[src/rtl/snake_pkg.sv]
// Shared types and constants for the snake game controller.
package snake_pkg;

  // Game sequencer states; encoding is visible on the state port.
  typedef enum logic [1:0] {
    IDLE  = 2'd0,
    RUN   = 2'd1,
    PAUSE = 2'd2,
    OVER  = 2'd3
  } game_state_t;

  localparam int SCORE_W = 7;
  localparam int LEVEL_W = 3;

  // Move-tick period in cycles for a given speed level.
  function automatic int tick_period(input int base, input int step, input int lvl);
    return base - lvl * step;
  endfunction

endpackage

[src/rtl/snake_edge_det.sv]
// One-bit rising-edge detector for synchronized button levels.
// rise is high in the cycle where btn is 1 and was 0 in the previous cycle.
module snake_edge_det (
  input  logic clk,
  input  logic nRst,
  input  logic btn,
  output logic rise
);

  logic btn_q;

  // Previous-cycle copy of the button level.
  always_ff @(posedge clk or negedge nRst) begin
    if (!nRst) begin
      btn_q <= 1'b0;
    end else begin
      btn_q <= btn;
    end
  end

  assign rise = btn & ~btn_q;

endmodule

[src/rtl/snake_game_ctrl.sv]
// Snake game sequencer: IDLE/RUN/PAUSE/OVER state machine, level-scaled
// move tick, and gated collision forwarding to the score tracker.
// Optional feature macro: SNAKE_PAUSE_EN (pause state and pause edge logic).
//
// Pulse semantics: good_coll_out, bad_coll_out and move_tick are single-cycle
// strobes with no back-pressure; a consumer must act in the cycle they are high.
module snake_game_ctrl
  import snake_pkg::*;
#(
  parameter int BASE_PERIOD = 50,
  parameter int PERIOD_STEP = 4,
  parameter int LEVEL_SCORE = 10,
  parameter int MAX_LEVEL   = 7,
  parameter int OVER_HOLD   = 16
) (
  input  logic               clk,
  input  logic               nRst,
  input  logic               start_btn,
  input  logic               pause_btn,
  input  logic               good_coll_in,
  input  logic               bad_coll_in,
  input  logic               game_complete,
  output logic               good_coll_out,
  output logic               bad_coll_out,
  output logic               move_tick,
  output logic               snake_rst,
  output game_state_t        state,
  output logic [LEVEL_W-1:0] level
);

  localparam int CNT_W  = $clog2(BASE_PERIOD + 1);
  localparam int HOLD_W = $clog2(OVER_HOLD + 1);

`ifdef SNAKE_PAUSE_EN
  localparam bit PAUSE_EN = 1'b1;
`else
  // Pause button is kept on the port list but never acts.
  localparam bit PAUSE_EN = 1'b0;
`endif

  logic               start_edge;
  logic               pause_rise;
  logic               pause_edge;
  logic [CNT_W-1:0]   tick_cnt;
  logic [CNT_W-1:0]   reload_val;
  logic [HOLD_W-1:0]  hold_cnt;
  logic [SCORE_W-1:0] pts;

  snake_edge_det u_start_edge (
    .clk  (clk),
    .nRst (nRst),
    .btn  (start_btn),
    .rise (start_edge)
  );

  snake_edge_det u_pause_edge (
    .clk  (clk),
    .nRst (nRst),
    .btn  (pause_btn),
    .rise (pause_rise)
  );

  assign pause_edge = pause_rise & PAUSE_EN;

  // Reload value uses the level register as it stands, so a level change
  // only alters the spacing from the next reload onward.
  assign reload_val = CNT_W'(tick_period(BASE_PERIOD, PERIOD_STEP, int'(level)) - 1);

  // Strobes decoded purely from registered state: tick while running with an
  // expired counter (also on the cycle the game leaves RUN), body reset while idle.
  assign move_tick = (state == RUN) && (tick_cnt == '0);
  assign snake_rst = (state == IDLE);

  // Game state machine with its counters and registered collision pulses.
  always_ff @(posedge clk or negedge nRst) begin
    if (!nRst) begin
      state         <= IDLE;
      level         <= '0;
      pts           <= '0;
      tick_cnt      <= '0;
      hold_cnt      <= '0;
      good_coll_out <= 1'b0;
      bad_coll_out  <= 1'b0;
    end else begin
      good_coll_out <= 1'b0;
      bad_coll_out  <= 1'b0;
      unique case (state)
        IDLE: begin
          if (start_edge) begin
            state    <= RUN;
            level    <= '0;
            pts      <= '0;
            tick_cnt <= CNT_W'(BASE_PERIOD - 1);
          end
        end

        RUN: begin
          // Counter keeps running on every RUN cycle, including the one
          // that enters PAUSE, so a pause neither loses nor gains cycles.
          if (tick_cnt == '0) begin
            tick_cnt <= reload_val;
          end else begin
            tick_cnt <= tick_cnt - CNT_W'(1);
          end

          // Priority: bad > game_complete > pause edge > good.
          if (bad_coll_in) begin
            bad_coll_out <= 1'b1;
            state        <= OVER;
            hold_cnt     <= HOLD_W'(OVER_HOLD - 1);
          end else if (game_complete) begin
            state    <= OVER;
            hold_cnt <= HOLD_W'(OVER_HOLD - 1);
          end else if (pause_edge) begin
            state <= PAUSE;
          end else if (good_coll_in) begin
            good_coll_out <= 1'b1;
            if (pts == SCORE_W'(LEVEL_SCORE - 1)) begin
              pts <= '0;
              if (level != LEVEL_W'(MAX_LEVEL)) begin
                level <= level + LEVEL_W'(1);
              end
            end else begin
              pts <= pts + SCORE_W'(1);
            end
          end
        end

        PAUSE: begin
          // Everything frozen; only another pause edge resumes play.
          if (pause_edge) begin
            state <= RUN;
          end
        end

        OVER: begin
          // hold_cnt counts OVER_HOLD-1 down to 0, one value per cycle.
          if (hold_cnt == '0) begin
            state <= IDLE;
          end else begin
            hold_cnt <= hold_cnt - HOLD_W'(1);
          end
        end

        default: begin
          state <= IDLE;
        end
      endcase
    end
  end

endmodule

[config.mk]
export PLATFORM = sky130hd
export DESIGN_NAME = snake_game_ctrl
export DESIGN_NICKNAME = d
export VERILOG_FILES = /design/src/rtl/snake_pkg.sv /design/src/rtl/snake_edge_det.sv /design/src/rtl/snake_game_ctrl.sv
export SDC_FILE = /design/constraint.sdc
export NUM_CORES = 1
export LEC_CHECK = 0
export ABC_AREA = 0
export BUFFER_PORTS_ARGS = -buffer_cell sky130_fd_sc_hd__buf_2
export CAP_MARGIN = 25
export CORE_MARGIN = 4
export CORE_UTILIZATION = 40
export CTS_BUF_LIST = sky130_fd_sc_hd__clkbuf_4 sky130_fd_sc_hd__clkbuf_8 sky130_fd_sc_hd__clkbuf_16
export DETAILED_ROUTE_END_ITERATION = 16
export GPL_TIMING_DRIVEN = 0
export RECOVER_POWER = 50
export SLEW_MARGIN = 20
export SYNTH_ARGS = -nofsm -noshare
export SYNTH_HDL_FRONTEND = slang
export SYNTH_SLANG_ARGS = --single-unit
export TNS_END_PERCENT = 10
[constraint.sdc]
create_clock -name clk -period 2.1 [get_ports clk]
set_input_delay 0.42 -clock clk [delete_from_list [all_inputs] [get_ports clk]]
set_output_delay 0.42 -clock clk [all_outputs]
set_load 0.03 [all_outputs]
# After elaboration in Yosys (flattened, before gate mapping)
# Index checks and enable logic that the tools add are counted.
[classes]
addsub = 6
n_eq_ne = 14
mux = 31
n_bitwise = 3
reduce_logical = 11
[ops]
columns = ["operator", "count"]
rows = [
  ["$mux W7", 5],
  ["$mux W3", 6],
  ["$mux W5", 3],
  ["$pmux W7 S2", 1],
  ["$mux W6", 2],
  ["$pmux W6 S2", 1],
  ["$ne A2 B2 Y1 const B", 5],
  ["$pmux W5 S2", 1],
  ["$mux W2", 4],
  ["$add A7 B1 Y7 const B", 1],
  ["$eq A7 B4 Y1 const B", 1],
  ["$reduce_and A7 Y1", 1],
  ["$logic_not A6 Y1", 1],
  ["$mux W1", 6],
  ["$ne A2 B1 Y1 const B", 3],
  ["$ne A3 B3 Y1 const B", 2],
  ["$pmux W2 S3", 1],
  ["$pmux W3 S2", 1],
  ["$sub A6 B1 Y6 const B", 1],
  ["$sub A6 B2 Y6 const B", 1],
  ["$sub A6 B5 Y6 const A", 1],
  ["$logic_not A5 Y1", 1],
  ["$reduce_and A5 Y1", 1],
  ["$sub A5 B1 Y5 const B", 1],
  ["other kinds (11)", 14],
]
[totals]
ff_bits = 26
in_bits = 7
output_inout_bits = 9

# Depth between registers and ports, before layout
# Gate-level depths: netlist of run 1.
[logic_depth]
word_depth = 7
mapped_depth = 7

# By module
# From an unflattened synthesis of run 1, not the netlist that was laid out.
[hier_totals]
cells_unflattened = 151
hier_area_um2 = 1445.1
[by_module_without_submodules]
columns = ["module", "instances", "cells_each", "area_each_um2", "seq_area_each_um2"]
rows = [
  ["snake_game_ctrl", 1, 149, 1406.3, 625.6],
  ["snake_edge_det", 1, 2, 38.8, 25.0],
]

# Least setup slack after synthesis of run 1
# No wires, ideal clock.
[synth_path]
kind = "register -> output"
startpoint = "reg state[0]"
endpoint = "out move_tick"
arrival_time_ns = 1.548
required_ns = 1.680
slack_ns = 0.132
path_stages_with_launch = 5
path_buffers = 2
cell_sequence = "dfrtp_1 -> buf_6 -> or2b_1 -> clkbuf_1 -> nor2_1"
[synth_via]
elab_chain_len = 2
[synth_rtl]
columns = ["item", "line", "source"]
rows = [
  ["from (decl)", "snake_game_ctrl.sv:27", "output game_state_t state,"],
  ["from (signal assigned)", "snake_game_ctrl.sv:77", "state <= IDLE;"],
  ["from (signal assigned)", "snake_game_ctrl.sv:90", "state <= RUN;"],
  ["from (signal assigned)", "snake_game_ctrl.sv:109", "state <= OVER;"],
  ["$eq A2 B1 Y1", "snake_game_ctrl.sv:71", "assign move_tick = (state == RUN) && (tick_cnt == '0);"],
  ["$logic_and A1 B1 Y1", "snake_game_ctrl.sv:71", ""],
  ["to (decl)", "snake_game_ctrl.sv:25", "output logic move_tick,"],
]
# Every way passes these cells.

# Worst setup path in the final report of run 1
[layout_path]
startpoint = "reg state[1]"
endpoint = "out move_tick"
# Same word-level chain as after synthesis.

==> impl_metrics.tcl, run 1 <==
set metrics [dict create \
    ys_async_sr_fraction_pct 100 \
    worstMarginPinSlew_ps 1440 \
    antenna_cells 0 \
    viasPerCell 5.37 \
    p_int_mw 1.08 \
    fin_tns_setup_ps 0 \
    fin_crit_ps 1940 \
    power_switching_uw 720 \
    fin_crit_sh_pct 92.5 \
    cts_max_level 1 \
    die_area_um2 4690 \
    path_buf_inv 2 \
    p_clk_share_pct 15.3 \
    antenna_found_initial 0 \
    status "finished clean" \
    pwr-share-comb_pct 39.3 \
    cp.required_ps 1680 \
    rsz0062_at_grt "no" \
    cts-root-buf "clkbuf_8" \
    finalWeightedCongestion 0.792 \
    synth_edf_count 0 \
    startpoint_type "register" \
    netlist_top_cells_area "dfrtp_1, ha_1, o21ai_0" \
    dpl.hpwl_um 2090 \
    drive_gt1_share_pct 14.9 \
    hold_class "in -> reg" \
    drc 0 \
    place_area_um2 1590 \
    final_antenna_net_count 0 \
    die_x_um 68.5 \
    grtUsageTotal_pct 14.5 \
    netlist.top_cell.by_area "dfrtp_1" \
    syn_nets 166 \
    cpLargestDelayFamily "simple AND/OR/NAND/NOR gates" \
    cp-end-kind "output pin" \
    slew_headroom_pct 4.32 \
    cts_num_sinks 26 \
    route.detailed.wl_per_inst_um 13.3 \
    portBuffers 14 \
    post-synth-top-count-cell "dfrtp_1" \
    drv_cap 0 \
    grt_pass1_wl_um 5150 \
    ctsHoldBuffers 0 \
    setup_viol 0 \
    synth-main-ff-cell "dfrtp_1" \
    syn_inst 151 \
    ios 16 \
    layout.cells.non_filler 214 \
    arrival_ps 1520 \
    critPathMaxStageDelay_ps 400 \
    drt_iter0_markers 104 \
    syn_area_per_cell_um2 9.70 \
    path_clk_slew_ps 90 \
    path_class "reg -> out" \
    slowest_stage "dfrtp_1" \
    rows 21 \
    core_region_area_um2 3440 \
    gr-total-overflow 0 \
    power.total_mw 1.80 \
    drt_pre_antenna_iters 4 \
    synthTopCellsByCount "dfrtp_1, o21ai_0, nor2_1" \
    area_delta_synth_final_pct 11.6 \
    clock.fmax_ghz 0.515 \
    ys_seq_area_share_pct 44.4 \
    ys_warn_count 0 \
    skew_ps 1.51 \
    cts_buffers 3 \
    peakVddDrop_uv 376 \
    fin_nets 185 \
    yosysTopAreaCellShare_pct 44.4 \
    hold_viol 0 \
    start_util_pct 42.6 \
    synth_cell_types 44 \
    fp.dieH_um 68.5 \
    mappedNetlistArea_um2 1470 \
    synth-seq-cells 26 \
    holdWs_ps 315 \
    clk_latency_ps 260 \
    critPathMaxFanout 11 \
    route.vias.total 1149 \
    grt_pass1_vias 1160 \
    cellPowerDensity_nw_per_um2 1100 \
    wl_um 2840 \
    sw_frac_of_total_pct 40.1 \
    crit_chain "buf_6 > or2b_1 > nor2_1 > buf_2" \
    leakage_nw 0.730 \
    clock_path_buffers 2 \
    cts_tree "done" \
    grt_max_degree 27 \
    drv_slew 0 \
    stdcell_area_um2 1640 \
    dpl.cell_count 211 \
    seqPwrFrac_pct 45.4 \
]
[per-layer routing]
layer,share of wire (%),track usage (%),vias up
met5,0,0,-
met4,0.60,4.47,0
met3,4.8,2.27,2
met2,46,22.8,23
met1,49,20.5,553
li1,-,-,571
[worst register-to-register path, delay by kind of cell (launching register included)]
family | cells | cell delay, ps
DFF | 1 | 390
muxes | 1 | 280
AOI/OAI and AO/OA | 1 | 270
buffers and inverters | 3 | 610
and+or+nand+nor | 2 | 240
[flip-flops by register name, indices dropped and copies added (netlist names)]
signal / flops
good_coll_out: 1
tick_cnt: 6
u_start_edge.btn_q: 1
hold_cnt: 5
bad_coll_out: 1
pts: 7
state: 2
level: 3
[path summary, 6_finish.rpt]
| path | from | end | slack, ps | cells after the start |
|---|---|---|---|---|
| setup / recovery | state[1] | move_tick | 160 | 4 |
| setup reg to reg | state[0] | level[0] | 200 | 7 |
| max in group asynchronous | nRst | level[2] | 790 | 1 |
| hold reg to reg | hold_cnt[3] | hold_cnt[3] | 500 | 1 |
| hold / removal | start_btn | u_start_edge.btn_q | 310 | 1 |
| min in group asynchronous | nRst | pts[5] | 480 | 1 |
[metrics by stage]
stage	util, %	setup WS, ps
2_1_floorplan	-	132
3_3_place_gp	46.3	282
3_5_place_dp	46.3	272
4_1_cts	47.7	18.7
5_1_grt	47.5	44.3
6_report	47.5	157
[cell families after synthesis]
| family | after synthesis | synth area share [%] |
|---|---|---|
| fa+ha+maj | 8 | 6.83 |
| mux | 5 | 3.50 |
| xor+xnor | 2 | 1.20 |
| simple gates | 54 | 21.9 |
| flops | 26 | 44.4 |
| buf+inv | 15 | 5.21 |
| compound gates | 41 | 16.9 |
[cell type report]
cell class / instances / area (um2)
plain buffers: 4 / 31.3
clock buffers: 3 / 41.3
fillers: 337 / 1810
inverters: 10 / 37.5
multi-input cells: 110 / 743
flip-flops and latches: 26 / 651
well taps: 46 / 57.6
repair buffers: 15 / 73.8
[power groups by stage]
stage	Clock (mW)	Combinational, mW	Sequential (mW)
floorplan	0	0.509	0.837
global placement	0	0.692	0.817
detailed placement	0	0.715	0.821
CTS	0.288	0.721	0.812
global route	0.302	0.817	0.841
finish	0.274	0.706	0.817
[layout by cell type (no fill, tap or decap), drive strengths merged, types with 2 or more instances in the layout]
cell	Yosys	final
dfrtp	26	26
o21ai	16	16
buf	4	15
nor2	13	13
a21oi	11	11
inv	10	10
nand2	9	9
ha	8	8
clkbuf	1	7
nand3	6	6
mux2i	4	4
nor3	4	4
nand2b	3	3
or2b	2	2
and3	2	2
or4b	2	2
o22ai	2	2
a22o	2	2
xor2	2	2
nor4	2	2
o31ai	2	2
or4	2	2
or3	2	2
[repair_timing]
| action | CTS | global route |
|---|---|---|
| buffers inserted | 1 | 0 |
| gates resized for setup | 0 | 1 |
| pin swaps | 1 | 0 |
| setup endpoints to repair | 1 | 1 |
Power figures use the tool's default switching activity.
==> run 2, diff against run 1 <==
SYNTH_HIERARCHICAL = 1   (was unset)
TNS_END_PERCENT = 50   (was 10)
==> impl_metrics.tcl, run 2 <==
set metrics [dict create \
    critPathMaxFanout 7 \
    route.detailed.wl_per_inst_um 13.4 \
    ys_async_sr_fraction_pct 100 \
    status "finished clean" \
    fin_crit_ps 1990 \
    leakage_nw 0.717 \
    syn_inst 151 \
    ctsHoldBuffers 0 \
    hold_class "in -> reg" \
    worstMarginPinSlew_ps 1430 \
    skew_ps 3.91 \
    fp.dieH_um 68.1 \
    slowest_stage "dfrtp_1" \
    grt_pass1_wl_um 5110 \
    antenna_found_initial 0 \
    syn_area_per_cell_um2 9.57 \
    synth-main-ff-cell "dfrtp_1" \
    clk_latency_ps 310 \
    rows 21 \
    mappedNetlistArea_um2 1450 \
    rr_worst_depth 6 \
    ios 16 \
    fin_crit_sh_pct 94.9 \
    drv_slew 0 \
    portBuffers 14 \
    r2r_start "tick_cnt[0]" \
    wl_um 2850 \
    hold_start "start_btn" \
    fin_nets 184 \
    cts_tree "done" \
    worst_hold_path.endpoint "u_start_edge/btn_q" \
    setup_viol 0 \
    arrival_ps 1570 \
    die_x_um 68.1 \
    gr-total-overflow 0 \
    startpoint_type "register" \
    start_util_pct 42.3 \
    slew_headroom_pct 4.87 \
    drv_cap 0 \
    ys_warn_count 6 \
    final_common_cell "dfrtp_1" \
    synthTopCellsByCount "dfrtp_1, o21ai_0, nor2_1" \
    ys_seq_area_share_pct 45.0 \
    clock.fmax_ghz 0.502 \
    area_delta_synth_final_pct 11.1 \
    syn_nets 166 \
    netlist_top_cells_area "dfrtp_1, ha_1, o21ai_0" \
    grtUsageTotal_pct 14.3 \
    antenna_cells 0 \
    cp-end-kind "output pin" \
    r2r-end "tick_cnt[4]" \
    clock_path_buffers 2 \
    stdcell_area_um2 1610 \
    grt_pass1_vias 1172 \
    peakVddDrop_uv 614 \
    power.total_mw 1.85 \
    cts_buffers 3 \
    regMostFlops "pts" \
    synth-seq-cells 26 \
    mostFrequentLayoutCells "dfrtp_1, o21ai_0, nor2_1" \
    hold_viol 0 \
    cts_max_level 1 \
    critPathMaxStageDelay_ps 500 \
    reg2reg_setup_slack_ps 280 \
    drive_gt1_share_pct 13.2 \
    worstHoldPathCells 1 \
    viasPerCell 5.38 \
    rsz0062_at_grt "no" \
    path_clk_slew_ps 130 \
    core_region_area_um2 3420 \
    place_area_um2 1570 \
    drc 0 \
    largest_reg_flops 7 \
    crit_chain "nor4_4 > nand2_1 > nor2_1 > buf_2" \
    post-synth-top-count-cell "dfrtp_1" \
    finalWeightedCongestion 0.846 \
    grt_max_degree 27 \
    netlist.top_cell.by_area "dfrtp_1" \
    cellPowerDensity_nw_per_um2 1160 \
    synth_cell_types 39 \
    die_area_um2 4640 \
    final_antenna_net_count 0 \
    yosysTopAreaCellShare_pct 45.0 \
    post-cts-setup-buffer-count 0 \
    route.vias.total 1146 \
    fin_tns_setup_ps 0 \
    holdWs_ps 237 \
    fill_cells 342 \
    dpl.hpwl_um 2070 \
    reg_top3 "pts x7, tick_cnt x6, hold_cnt x5" \
    cts_num_sinks 26 \
    cts-root-buf "clkbuf_4" \
    drt_iter0_markers 44 \
    synth_edf_count 0 \
    cp.required_ps 1680 \
    path_class "reg -> out" \
    drt_pre_antenna_iters 6 \
]
run 2: cell types whose count changed after synthesis, sizes merged, moves of 4 or more:
cell / change
o21ai: +4
a21oi: -4
xor2: +4
buf: -4
nand2: +4
run 2: cell families (layout without fill, tap and decap cells):
family / after synthesis / count (layout) / synth area share (%)
AOI/OAI and AO/OA: 39 / 39 / 16.8
xor gates and xnor gates: 7 / 7 / 4.24
adders and majority gates: 8 / 8 / 6.93
buffers and inverters: 12 / 28 / 3.12
DFF: 26 / 26 / 45.0
muxes: 1 / 1 / 0.693
and+or+nand+nor: 58 / 58 / 23.2
run 2: report_power, final:
group	internal (mW)	total [mW]	switching, mW
Clock	0.0670	0.206	0.139
Sequential	0.650	0.856	0.206
Combinational	0.314	0.793	0.479
Total	1.03	1.85	0.824
run 2: worst max-delay path, delay by kind of cell (launching register included):
family	cells	cell delay, ps
flops	1	500
buf+inv	1	200
simple gates	3	560
run 2: per-layer routing:
layer / vias to the layer above / track usage, % / wire (um)
li1: 569 / - / -
met5: - / 0 / 0
met4: 0 / 5.46 / 23
met2: 22 / 22.4 / 1300
met1: 551 / 19.5 / 1400
met3: 4 / 2.63 / 121
run 2: cell type report:
type	instances	area, um2	area share [%]
buffer	1	3.75	0.234
clock buffer	3	22.5	1.40
inverter	10	37.5	2.34
multi-input combinational	113	766	47.7
sequential	26	652	40.6
tap	46	57.6	3.59
timing repair buffer	14	66.3	4.13
run 2: worst max-delay path by stage:
stage | start | to | slack, ps | cells past startpoint
floorplan | state[0] | move_tick | 150 | 3
global placement | state[0] | move_tick | 300 | 4
detailed placement | state[0] | move_tick | 280 | 4
CTS | tick_cnt[2] | move_tick | 50 | 4
global route | tick_cnt[2] | move_tick | 3 | 4
finish | tick_cnt[2] | move_tick | 110 | 4
run 2: stage by stage:
| stage | setup WS (ps) | std cells | utilization [%] |
|---|---|---|---|
| 6_report | 107 | 213 | 47.0 |
| 5_1_grt | 2.78 | 213 | 47.0 |
| 4_1_cts | 48.6 | 213 | 46.6 |
| 3_5_place_dp | 281 | 211 | 46.0 |
| 3_3_place_gp | 298 | 211 | 46.0 |
| 2_1_floorplan | 151 | 151 | - |
run 2: repair_timing:
action	CTS	global route
endpoints found under the setup margin	1	1
gates resized for setup	1	3
cloned	0	0
==> run 3, diff against run 2 <==
ABC_CLOCK_PERIOD_IN_PS = 2100   (was unset)
CORE_MARGIN = unset   (was 4)
CORE_UTILIZATION = 45   (was 40)
==> impl_metrics.tcl, run 3 (synthesized netlist as in run 2, its figures left out) <==
set metrics [dict create \
    drv_cap 0 \
    route.detailed.wl_per_inst_um 12.9 \
    final_antenna_net_count 0 \
    drt_pre_antenna_iters 4 \
    path_class "reg -> out" \
    power.total_mw 1.88 \
    largest_reg_flops 7 \
    worstMarginPinSlew_ps 1400 \
    multiInputGateArea_um2 756 \
    fp.dieH_um 58.7 \
    drive_gt1_share_pct 13.7 \
    viasPerCell 5.20 \
    slowest_stage "dfrtp_1" \
    clock.fmax_ghz 0.498 \
    grt_pass1_vias 1108 \
    rows 20 \
    cellPowerDensity_nw_per_um2 1170 \
    grtUsageTotal_pct 17.9 \
    final_common_cell "dfrtp_1" \
    wl_um 2740 \
    leakage_nw 0.726 \
    path_buf_inv 1 \
    peakVddDrop_uv 430 \
    finalWeightedCongestion 0.845 \
    reg2reg_setup_slack_ps 250 \
    cts_buffers 3 \
    clock_path_buffers 2 \
    slew_headroom_pct 6.68 \
    cts_num_sinks 26 \
    mostFrequentLayoutCells "dfrtp_1, o21ai_0, nor2_1" \
    antenna_found_initial 0 \
    setup_viol 0 \
    hold_class "in -> reg" \
    hold_start "start_btn" \
    fin_crit_ps 2010 \
    cts_max_level 1 \
    start_util_pct 47.3 \
    die_area_um2 3440 \
    status "finished clean" \
    startpoint_type "register" \
    critPathMaxStageDelay_ps 490 \
    holdWs_ps 204 \
    cpLargestDelayFamily "simple AND/OR/NAND/NOR gates" \
    antenna_cells 0 \
    hold_viol 0 \
    die_x_um 58.7 \
    post-cts-setup-buffer-count 0 \
    cp-end-kind "output pin" \
    drc 0 \
    drt_iter0_markers 33 \
    fin_crit_sh_pct 95.7 \
    r2r-end "tick_cnt[5]" \
    route.vias.total 1102 \
    crit_chain "nor4_2 > nand2_1 > nor2_1 > buf_2" \
    path_clk_slew_ps 130 \
    seq_area_um2 652 \
    dpl.hpwl_um 2000 \
    grt_pass1_wl_um 4640 \
    critPathMaxFanout 7 \
    reg_top3 "pts x7, tick_cnt x6, hold_cnt x5" \
    area_delta_synth_final_pct 11.3 \
    ios 16 \
    arrival_ps 1590 \
    portBuffers 14 \
    r2r_start "tick_cnt[0]" \
    regMostFlops "pts" \
    gr-total-overflow 0 \
    place_area_um2 1570 \
    cts_tree "done" \
    cts-root-buf "clkbuf_4" \
    core_region_area_um2 3050 \
    rr_worst_depth 6 \
    cp.required_ps 1680 \
    worst_hold_path.endpoint "u_start_edge/btn_q" \
    place_ws_ps 293 \
    skew_ps 5.17 \
    clk_latency_ps 330 \
    drv_slew 0 \
    ctsHoldBuffers 0 \
    worstHoldPathCells 1 \
    grt_max_degree 27 \
    fill_cells 298 \
    fin_nets 184 \
    worst_slack_ps 91.2 \
    stdcell_area_um2 1610 \
]
-- run 3: power by group --
part / internal [mW] / switching (mW) / leakage (nW)
registers: 0.650 / 0.190 / 0.322
clock network: 0.106 / 0.150 / 0.0210
logic: 0.310 / 0.470 / 0.384
total: 1.07 / 0.810 / 0.726
-- run 3: timing repair --
item,CTS,global route
pin swaps,0,0
gates cloned,0,0
gates resized for setup,1,1
endpoints found under the setup margin,1,1
-- run 3: area by class of cell --
type	instances	share of cell area, %
plain buffers	1	0.233
clock buffers	4	2.26
inverters	10	2.33
multi-input cells	113	47.0
flip-flops and latches	26	40.5
well taps	44	3.42
repair buffers	14	4.20
-- run 3: worst max path at each step --
| stage | from | to | cells after the start |
|---|---|---|---|
| finish | tick_cnt[2] | move_tick | 4 |
| global placement | tick_cnt[0] | tick_cnt[4] | 6 |
| detailed placement | tick_cnt[0] | tick_cnt[5] | 6 |
| global route | tick_cnt[2] | move_tick | 4 |
| CTS | tick_cnt[2] | move_tick | 4 |
| floorplan | state[0] | move_tick | 3 |
-- run 3: per-stage QoR --
step	TNS (ps)	utilization, %	cells
floorplan	0	-	151
global placement	0	51.4	209
detailed placement	0	51.4	209
CTS	0	52.5	212
global route	-14.4	52.7	212
finish	0	52.7	212
-- run 3: routing by layer --
layer / part of all wire (%) / GRT usage (%)
met4: 1.5 / 8.16
met1: 48 / 22.4
met3: 2.6 / 2.42
met2: 48 / 30.9
met5: 0 / 0
